===== config.mk =====
export PLATFORM = sky130hd
export DESIGN_NAME = shift_array_stream_ctrl
export DESIGN_NICKNAME = d
export VERILOG_FILES = /design/src/rtl/shift_array_stream_ctrl.sv
export SDC_FILE = /design/constraint.sdc
export NUM_CORES = 1
export LEC_CHECK = 0
export CORE_UTILIZATION = 38
export CTS_CLUSTER_DIAMETER = 50
export DETAILED_ROUTE_END_ITERATION = 8
export PLACE_DENSITY = 0.78
export SLEW_MARGIN = 40
export SYNTH_ARGS = -nofsm -noshare
export SYNTH_HDL_FRONTEND = slang
export SYNTH_SLANG_ARGS = --single-unit

===== constraint.sdc =====
create_clock -name clk -period 3.1 [get_ports clk]
set_input_delay 0.62 -clock clk [delete_from_list [all_inputs] [get_ports clk]]
set_output_delay 0.62 -clock clk [all_outputs]
set_load 0.01 [all_outputs]

===== src/rtl/shift_array_stream_ctrl.sv =====
// Valid/ready stream controller wrapped around a left-shift register array.
// Tracks per-stage validity so only real words leave the tail, and supports a bubble-inserting flush.
module shift_array_stream_ctrl #(
    parameter int BIT_WIDTH = 8,
    parameter int DEPTH     = 8
) (
    input  logic                         clk,
    input  logic                         reset,
    input  logic [BIT_WIDTH-1:0]         in_data,
    input  logic                         in_valid,
    output logic                         in_ready,
    input  logic                         flush,
    output logic [BIT_WIDTH-1:0]         arr_in,
    output logic                         arr_enable,
    input  logic [BIT_WIDTH-1:0]         arr_out,
    output logic [BIT_WIDTH-1:0]         out_data,
    output logic                         out_valid,
    input  logic                         out_ready,
    output logic [$clog2(DEPTH+1)-1:0]   occupancy,
    output logic                         flushing
);

    localparam int OCC_W = $clog2(DEPTH + 1);

    localparam logic [0:0] ST_RUN   = 1'b0;
    localparam logic [0:0] ST_FLUSH = 1'b1;

    logic [0:0]       state_r;
    logic [0:0]       state_nxt_s;
    logic [DEPTH-1:0] vbits_r;
    logic [OCC_W-1:0] occ_r;

    logic tail_s;
    logic any_valid_s;
    logic run_s;
    logic shift_req_s;
    logic shift_s;
    logic ins_s;
    logic emit_s;

    // Shift handshake: a shift needs a request and a free (or consumed) tail slot
    always_comb begin
        tail_s      = vbits_r[DEPTH-1];
        any_valid_s = |vbits_r;
        run_s       = (state_r == ST_RUN);
        shift_req_s = run_s ? in_valid : any_valid_s;
        // Gated by reset so every output reads low while the array is held in reset
        shift_s     = reset & shift_req_s & (~tail_s | out_ready);
        ins_s       = shift_s & run_s;
        emit_s      = shift_s & tail_s;
    end

    // Next-state logic for the RUN/FLUSH controller
    always_comb begin
        state_nxt_s = ST_RUN;
        case (state_r)
            ST_RUN: begin
                if (flush && any_valid_s) begin
                    state_nxt_s = ST_FLUSH;
                end else begin
                    state_nxt_s = ST_RUN;
                end
            end
            ST_FLUSH: begin
                if (!any_valid_s) begin
                    state_nxt_s = ST_RUN;
                end else begin
                    state_nxt_s = ST_FLUSH;
                end
            end
            default: begin
                state_nxt_s = ST_RUN;
            end
        endcase
    end

    // State register
    always_ff @(posedge clk or negedge reset) begin
        if (!reset) begin
            state_r <= ST_RUN;
        end else begin
            state_r <= state_nxt_s;
        end
    end

    // Stage validity mirror: moves in lockstep with the array
    always_ff @(posedge clk or negedge reset) begin
        if (!reset) begin
            vbits_r <= {DEPTH{1'b0}};
        end else if (shift_s) begin
            vbits_r <= {vbits_r[DEPTH-2:0], ins_s};
        end else begin
            vbits_r <= vbits_r;
        end
    end

    // Occupancy counter: a simultaneous insert and emit leaves it unchanged
    always_ff @(posedge clk or negedge reset) begin
        if (!reset) begin
            occ_r <= {OCC_W{1'b0}};
        end else if (ins_s && !emit_s) begin
            occ_r <= occ_r + {{(OCC_W-1){1'b0}}, 1'b1};
        end else if (emit_s && !ins_s) begin
            occ_r <= occ_r - {{(OCC_W-1){1'b0}}, 1'b1};
        end else begin
            occ_r <= occ_r;
        end
    end

    // Output drive: flush shifts push zero bubbles into stage 0
    always_comb begin
        arr_enable = shift_s;
        arr_in     = ins_s ? in_data : {BIT_WIDTH{1'b0}};
        out_data   = arr_out;
        out_valid  = reset & tail_s & shift_req_s;
        in_ready   = reset & run_s & (~tail_s | out_ready);
        occupancy  = occ_r;
        flushing   = reset & (state_r == ST_FLUSH);
    end

endmodule


-- Word level (Yosys, flattened, before mapping)
Cells that the tools add are included.
- output and inout port bits: 24
- input port bits: 21
- register bits: 13
- muxes and demuxes: 7
- bitwise gates (word level): 12
- add/subtract/negate cells: 2
- reduce and logical (&&, ||, !) cells: 7
- operator list (kind ; count):
    1-bit AND ; 9
    4-bit two-way mux ; 2
    8-bit two-way mux ; 1
    8-bit OR reduction ; 1
    4-bit by 1-bit adder with 4-bit output, second input constant ; 1
    4-bit by 1-bit subtractor with 4-bit output, second input constant ; 1
    1-bit logical AND ; 3
    1-bit two-way mux ; 3
    1-bit zero test ; 2
    1-bit inverter ; 2
    1-bit one-hot mux with 2 select lines ; 1
    2-bit nonzero test ; 1
    1-bit OR ; 1

-- Longest topological paths before layout
Gate-level depths: netlist (run 1).
- depth after elaboration: 9
- mapped depth: 9
- gate-level depth less buffers: 9

-- Worst setup path after synthesis (run 1)
OpenSTA, ideal clock, no wires.
- kind: input -> register
- start point: in out_ready
- end point: reg occ_r[3], in the netlist occupancy[3]
- arrival time: 2453 ps
- stages on the path: 9
- buffers on the path: 1
- setup slack: 516 ps
- cell sequence: nand2b_2 > and4b_1 > buf_2 > ha_1 > inv_1 > ha_1 > or4_1 > o211ai_1 > o211ai_1
- longest elaborated chain between the ends: 6
- elaborated cells on any way between the ends: 10
- classes of those cells: 1 x mux; 4 x bitwise; 5 x reduce/logical
- ends and longest elaborated chain (item ; line ; text):
    start: declaration ; 18 ; input logic out_ready,
    1-bit OR (*) ; 48 ; shift_s = reset & shift_req_s & (~tail_s | out_ready);
    1-bit AND (*) ; 48 ;
    1-bit AND (*) ; 49 ; ins_s = shift_s & run_s;
    net ins_s ; 38 ; logic ins_s;
    1-bit zero test ; 103 ; end else if (emit_s && !ins_s) begin
    1-bit logical AND ; 103 ;
    2-bit nonzero test (no source line) ; n/a ;
    end signal: assignment ; 102 ; occ_r <= occ_r + {{(OCC_W-1){1'b0}}, 1'b1};
    end signal: assignment ; 104 ; occ_r <= occ_r - {{(OCC_W-1){1'b0}}, 1'b1};
    end signal: assignment ; 106 ; occ_r <= occ_r;
    end: declaration ; 31 ; logic [OCC_W-1:0] occ_r;
Mark *: on every way through the listed nets, which the timed path passes. The rest lies on a longest branch.
A chain may end at the register's enable or synchronous reset.

-- Final worst setup path (run 1)
- start point: in out_ready
- end point: out arr_in[1]
- longest elaborated chain between the ends: 4
- ends and longest elaborated chain (item ; line ; text):
    1-bit OR ; 48 ;
    1-bit AND ; 48 ;
    1-bit AND ; 49 ;
    8-bit two-way mux ; 113 ; arr_in = ins_s ? in_data : {BIT_WIDTH{1'b0}};
    end: declaration ; 13 ; output logic [BIT_WIDTH-1:0] arr_in,
Every way passes these cells.

==> results of run 1 <==
-- what timing repair did --
action | in CTS | in global routing
gates resized for setup | 0 | 1
endpoints found under the setup margin | 0 | 1
hold buffers | 0 | 0
-- logic make-up after synthesis --
family          Yosys count  synth area share [%]
simple gates             29                  20.7
flops                    13                  38.8
compound gates           12                  10.7
buf+inv                  11                  8.81
mux                       8                  11.9
fa+ha+maj                 4                  6.87
xor+xnor                  2                  2.09
-- worst max-delay path by stage --
| stage | endpoint | cells past startpoint | slack [ps] | startpoint |
|---|---|---|---|---|
| 6_report | arr_in[1] | 6 | 140 | out_ready |
| 3_5_place_dp | occupancy[3] | 9 | 80 | out_ready |
| 4_1_cts | arr_in[1] | 6 | 100 | out_ready |
| 3_3_place_gp | arr_in[1] | 6 | 110 | out_ready |
| 2_1_floorplan | occupancy[3] | 9 | 520 | out_ready |
| 5_1_grt | arr_in[1] | 6 | 9 | out_ready |
-- cell type report --
| type | instances | area [µm²] |
|---|---|---|
| multi-input cells | 55 | 444 |
| well taps | 27 | 33.8 |
| fillers | 173 | 885 |
| repair buffers | 31 | 303 |
| clock buffers | 3 | 22.5 |
| flip-flops and latches | 13 | 325 |
| inverters | 1 | 3.75 |
| clock inverters | 1 | 5.00 |
-- per-layer routing --
metal / part of all wire, % / vias up
met5: 0 / -
met4: 1.7 / 0
met3: 4.4 / 5
met2: 53 / 15
met1: 41 / 307
li1: - / 321
-- power groups by stage --
stage	Combinational, W	Clock [W]	Sequential (W)
final	0.000381	0.000107	0.000319
after global routing	0.000416	0.000121	0.000332
after CTS	0.000386	0.000112	0.000318
after detailed placement	0.000384	0	0.000321
after global placement	0.000371	0	0.000318
after floorplan	0.000244	0	0.000314
-- placed cells by master (no fill, tap or decap), types with 3 or more instances in the layout --
master and count:
a31oi_1 3, buf_4 3, dfrtp_1 13, nand2_1 5
mux2_2 4, ha_1 3, mux2_4 3, clkdlybuf4s50_1 28
a21oi_1 3, clkbuf_4 3, and2_1 8
-- per-stage QoR --
stage | hold WS, ps | area (µm²) | instances
6_report | 524 | 1140 | 131
2_1_floorplan | 324 | 838 | 79
4_1_cts | 530 | 1130 | 131
5_1_grt | 545 | 1140 | 131
3_5_place_dp | 510 | 1100 | 127
3_3_place_gp | 516 | 1100 | 127
-- worst max-delay path, stage by stage --
cell,delay [ps]
clkdlybuf4s50_1,500
nand2b_4,170
and4b_1,240
buf_4,150
and2_1,130
clkdlybuf4s50_1,540
-- flip-flops by register name (all words and copies together), names as in the netlist --
signal,cells
occupancy,4
state_r,1
vbits_r,8
==> impl_metrics.toml, run 1 <==
[run_status]
status = "complete, no violations"

[detailed_routing]
wire_per_inst_um = 13.1
first_iter_violations = 2
drc = 0
ant_nets = 0
firstDrtPassIters = 2
wirelength_um = 1710
vias = 648
via_per_inst = 4.95

[sta]
fmax_ghz = 0.337
hold_viol = 0
setup_violations = 0
slew_headroom_pct = 74.0
fin_setup_tns_ps = 0
worst_slew_pin_slew_ps = 386
slew_viol_final = 0
finClkSkew_ps = 2.81
rsz0062_at_grt = "no"
fin_crit_ps = 2960
min_period_over_period_pct = 95.6
setup_slack_ps = 135

[die]
die-height_um = 49.0
core_um2 = 2020
initial_core_util_pct = 41.5
die_w_um = 49.0
dieArea_um2 = 2400
ios = 45
core.rowCount = 16

[cells_and_area]
fin_nets = 130
area_growth_pct = 35.7
diodes = 0
final_layout_size_suffix_gt1_share_pct = 20.2
utilization_pct = 56.3

[synthesis]
yosys-top-cells-count = "dfrtp_1 (13), and2_1 (8), buf_4 (8), nand2_1 (5), mux2_2 (4)"
syn_area_um2 = 838
yosys-top-cells-area = "dfrtp_1 (39%), buf_4 (7.2%), and2_1 (6.0%), mux2_2 (5.4%), mux2_4 (5.4%)"
synthCells = 79
synth-edff-count = 0
syn_avg_cell_area_um2 = 10.6
synth_async_sr_flop_share_pct = 100
post-synth-top-count-cell = "dfrtp_1"
synth_area_leader_cell = "dfrtp_1"
seq_area_frac_synth_pct = 38.8
synth_cell_types = 31
yosys_warnings = 0
synth_ff_type = "dfrtp_1"
syn_nets = 104
ys_ff_latch = 13
yosysTopAreaCellShare_pct = 38.8

[global_routing]
grt_max_degree = 18
grt_pass1_vias = 638
met2_usage_pct = 27.1
track_usage_pct = 15.6
grtUsageMet3_pct = 5.61
grt_pass1_wl_um = 2800
grt_busiest_layer = "met2"
grtUsageMet1_pct = 16.8
overflow = 0
antenna_found_initial = 0

[setup_path]
r2r-end = "occupancy[3]"
path_class = "input pin to output pin"
cp-start-kind = "input pin"
worstPathArrival_ps = 2340
reg2reg_depth = 9
cp-end-kind = "output pin"
critPathMaxFanout = 8
required_ps = 2480
r2r_start = "state_r"
r2r_setup_slack_ps = 720

[placement]
port_buffers = 28
pre_cts_ws_ps = 81.2
post-dp-hpwl_um = 1400
gp_congestion = 0.744

[clock_tree]
clock_latency_ps = 280
cts_setup_buffers = 0
path_clk_slew_ps = 80
h-tree-depth = 1
cts_tree = "yes"
cts_buffers = 3
cts.sinks = 13
cts_buffer_depth = 2
clock-root-buffer = "clkbuf_4"

[power_and_ir_drop]
p_switching_w = 0.000289
powerDensity_nw_per_um2 = 709
ir_drop_mv = 0.432
internal-power_w = 0.000517
pwr-share-seq_pct = 39.5
power.share.switching_pct = 35.9
clock_power_share_pct = 13.3
p_comb_share_pct = 47.2
p_total_w = 0.000806
total_leakage_power_nw = 0.472

[hold_path]
whs_path_depth = 2
hold_class = "flip-flop to flip-flop"
min_to = "occupancy[2]"
hp-start = "occupancy[2]"

[job]
cap_violations = 0
(Power assumes the default switching activity.)
==> run 2, diff against run 1 <==
GPL_TIMING_DRIVEN = 0   (was default)
==> impl_metrics.toml, run 2 (synthesis results as in run 1) <==
[sta]
fin_crit_ps = 2960
slew_headroom_pct = 75.2
finClkSkew_ps = 0.214
setup_violations = 0
rsz0062_at_grt = "no"
fin_hold_ws_ps = 257
setup_slack_ps = 138
fmax_ghz = 0.338
min_period_over_period_pct = 95.5
hold_viol = 0
slew_viol_final = 0
worst_slew_pin_slew_ps = 369

[setup_path]
worstPathArrival_ps = 2340
critPathMaxFanout = 9
r2r_setup_slack_ps = 620
required_ps = 2480
reg2reg_depth = 9
cp-start-kind = "input pin"
r2r-end = "occupancy[3]"
r2r_start = "state_r"
cp-end-kind = "output pin"
path_class = "input pin to output pin"

[clock_tree]
holdBufCountCts = 0
h-tree-depth = 1
cts.sinks = 13
cts_buffers = 3
path_clk_slew_ps = 70
clock_latency_ps = 260
clock-root-buffer = "clkbuf_4"
cts_tree = "yes"
cts_buffer_depth = 2

[power_and_ir_drop]
powerDensity_nw_per_um2 = 645
total_leakage_power_nw = 0.525
ir_drop_mv = 0.449

[die]
die_w_um = 49.0
ios = 45
dieArea_um2 = 2400
core_um2 = 2020
core.rowCount = 16
initial_core_util_pct = 41.5
die-height_um = 49.0

[global_routing]
grt_max_degree = 20
grt_pass1_vias = 670
track_usage_pct = 15.0
overflow = 0
grt_pass1_wl_um = 2830
antenna_found_initial = 0

[job]
cap_violations = 0

[placement]
placed_area_um2 = 1230
port_buffers = 36
pre_cts_ws_ps = -534
post-dp-hpwl_um = 1340
gp_congestion = 0.718

[detailed_routing]
wire_per_inst_um = 11.1
firstDrtPassIters = 4
first_iter_violations = 12
via_per_inst = 4.78
vias = 698
drc = 0
ant_nets = 0
wirelength_um = 1620

[cells_and_area]
largest_reg_flops = 8
final_layout_size_suffix_gt1_share_pct = 24.4
layout_commonest_cell = "clkdlybuf4s50_1"
utilization_pct = 62.1
fin_nets = 145
n_fill_cell = 178
area_growth_pct = 49.9
final_area_um2 = 1260
diodes = 0
largest_register = "vbits_r"
final_cell_mix = "clkdlybuf4s50_1 (35), dfrtp_1 (13), and2_1 (8), buf_4 (8), nand2_1 (5)"

[hold_path]
hold_class = "input pin to async pin"

[run_status]
status = "complete, no violations"
[run 2: cell count changes in the layout (fill, tap and decap cells not counted)]
cell | previous run | this run
clkdlybuf4s50_1 | 28 | 35
buf_4 | 3 | 8
buf_2 | 0 | 3
clkbuf_1 | 0 | 1
clkinv_2 | 1 | 0
ha_1 | 3 | 2
ha_2 | 0 | 1
nand2b_2 | 0 | 1
nand2b_4 | 1 | 0
[run 2: where the power goes]
| group | switching (W) | leakage, nW | internal, W |
|---|---|---|---|
| combinational | 0.000157 | 0.350 | 0.000239 |
| sequential | 0.0000741 | 0.160 | 0.000242 |
| clock | 0.0000480 | 0.0150 | 0.0000498 |
| total | 0.000279 | 0.525 | 0.000531 |
[run 2: metrics by stage]
step | TNS (ps) | power [W] | std cells
after floorplan | 0 | 0.000559 | 79
after global placement | -2920 | 0.000702 | 142
after detailed placement | -3050 | 0.000718 | 142
after CTS | 0 | 0.000820 | 146
after global routing | 0 | 0.000873 | 146
final | 0 | 0.000810 | 146
[run 2: repair_timing]
action / 4_1_cts / 5_1_grt
setup buffers: 0 / 0
gates resized for setup: 2 / 1
setup endpoints to repair: 11 / 1
[run 2: worst max-delay path: stages]
cell	delay, ps
clkdlybuf4s50_1	490
nand2b_2	190
and4b_1	200
buf_2	160
and2_1	140
clkdlybuf4s50_1	540
[run 2: routing by layer]
layer	wire, µm	part of all wire (%)	GRT usage (%)	vias up
li1	-	-	-	354
met1	666	41	16.4	324
met2	882	54	28.0	20
met3	72	4.4	4.05	0
met4	0	0	4.41	0
met5	0	0	0	-
[run 2: layout make-up]
cell class | instances | area (µm²) | area share, %
tap | 27 | 33.8 | 2.69
clock buffer | 4 | 26.3 | 2.09
buffer | 10 | 70.1 | 5.58
inverter | 1 | 3.75 | 0.299
timing repair buffer | 36 | 355 | 28.3
sequential | 13 | 325 | 25.9
multi-input combinational | 55 | 442 | 35.2
[run 2: worst max-delay path by stage]
stage	from	endpoint	slack (ps)
after CTS	reset	occupancy[3]	20
after floorplan	out_ready	occupancy[3]	520
after detailed placement	reset	occupancy[3]	-530
after global placement	reset	occupancy[3]	-500
final	out_ready	arr_in[3]	140
after global routing	out_ready	arr_in[1]	30
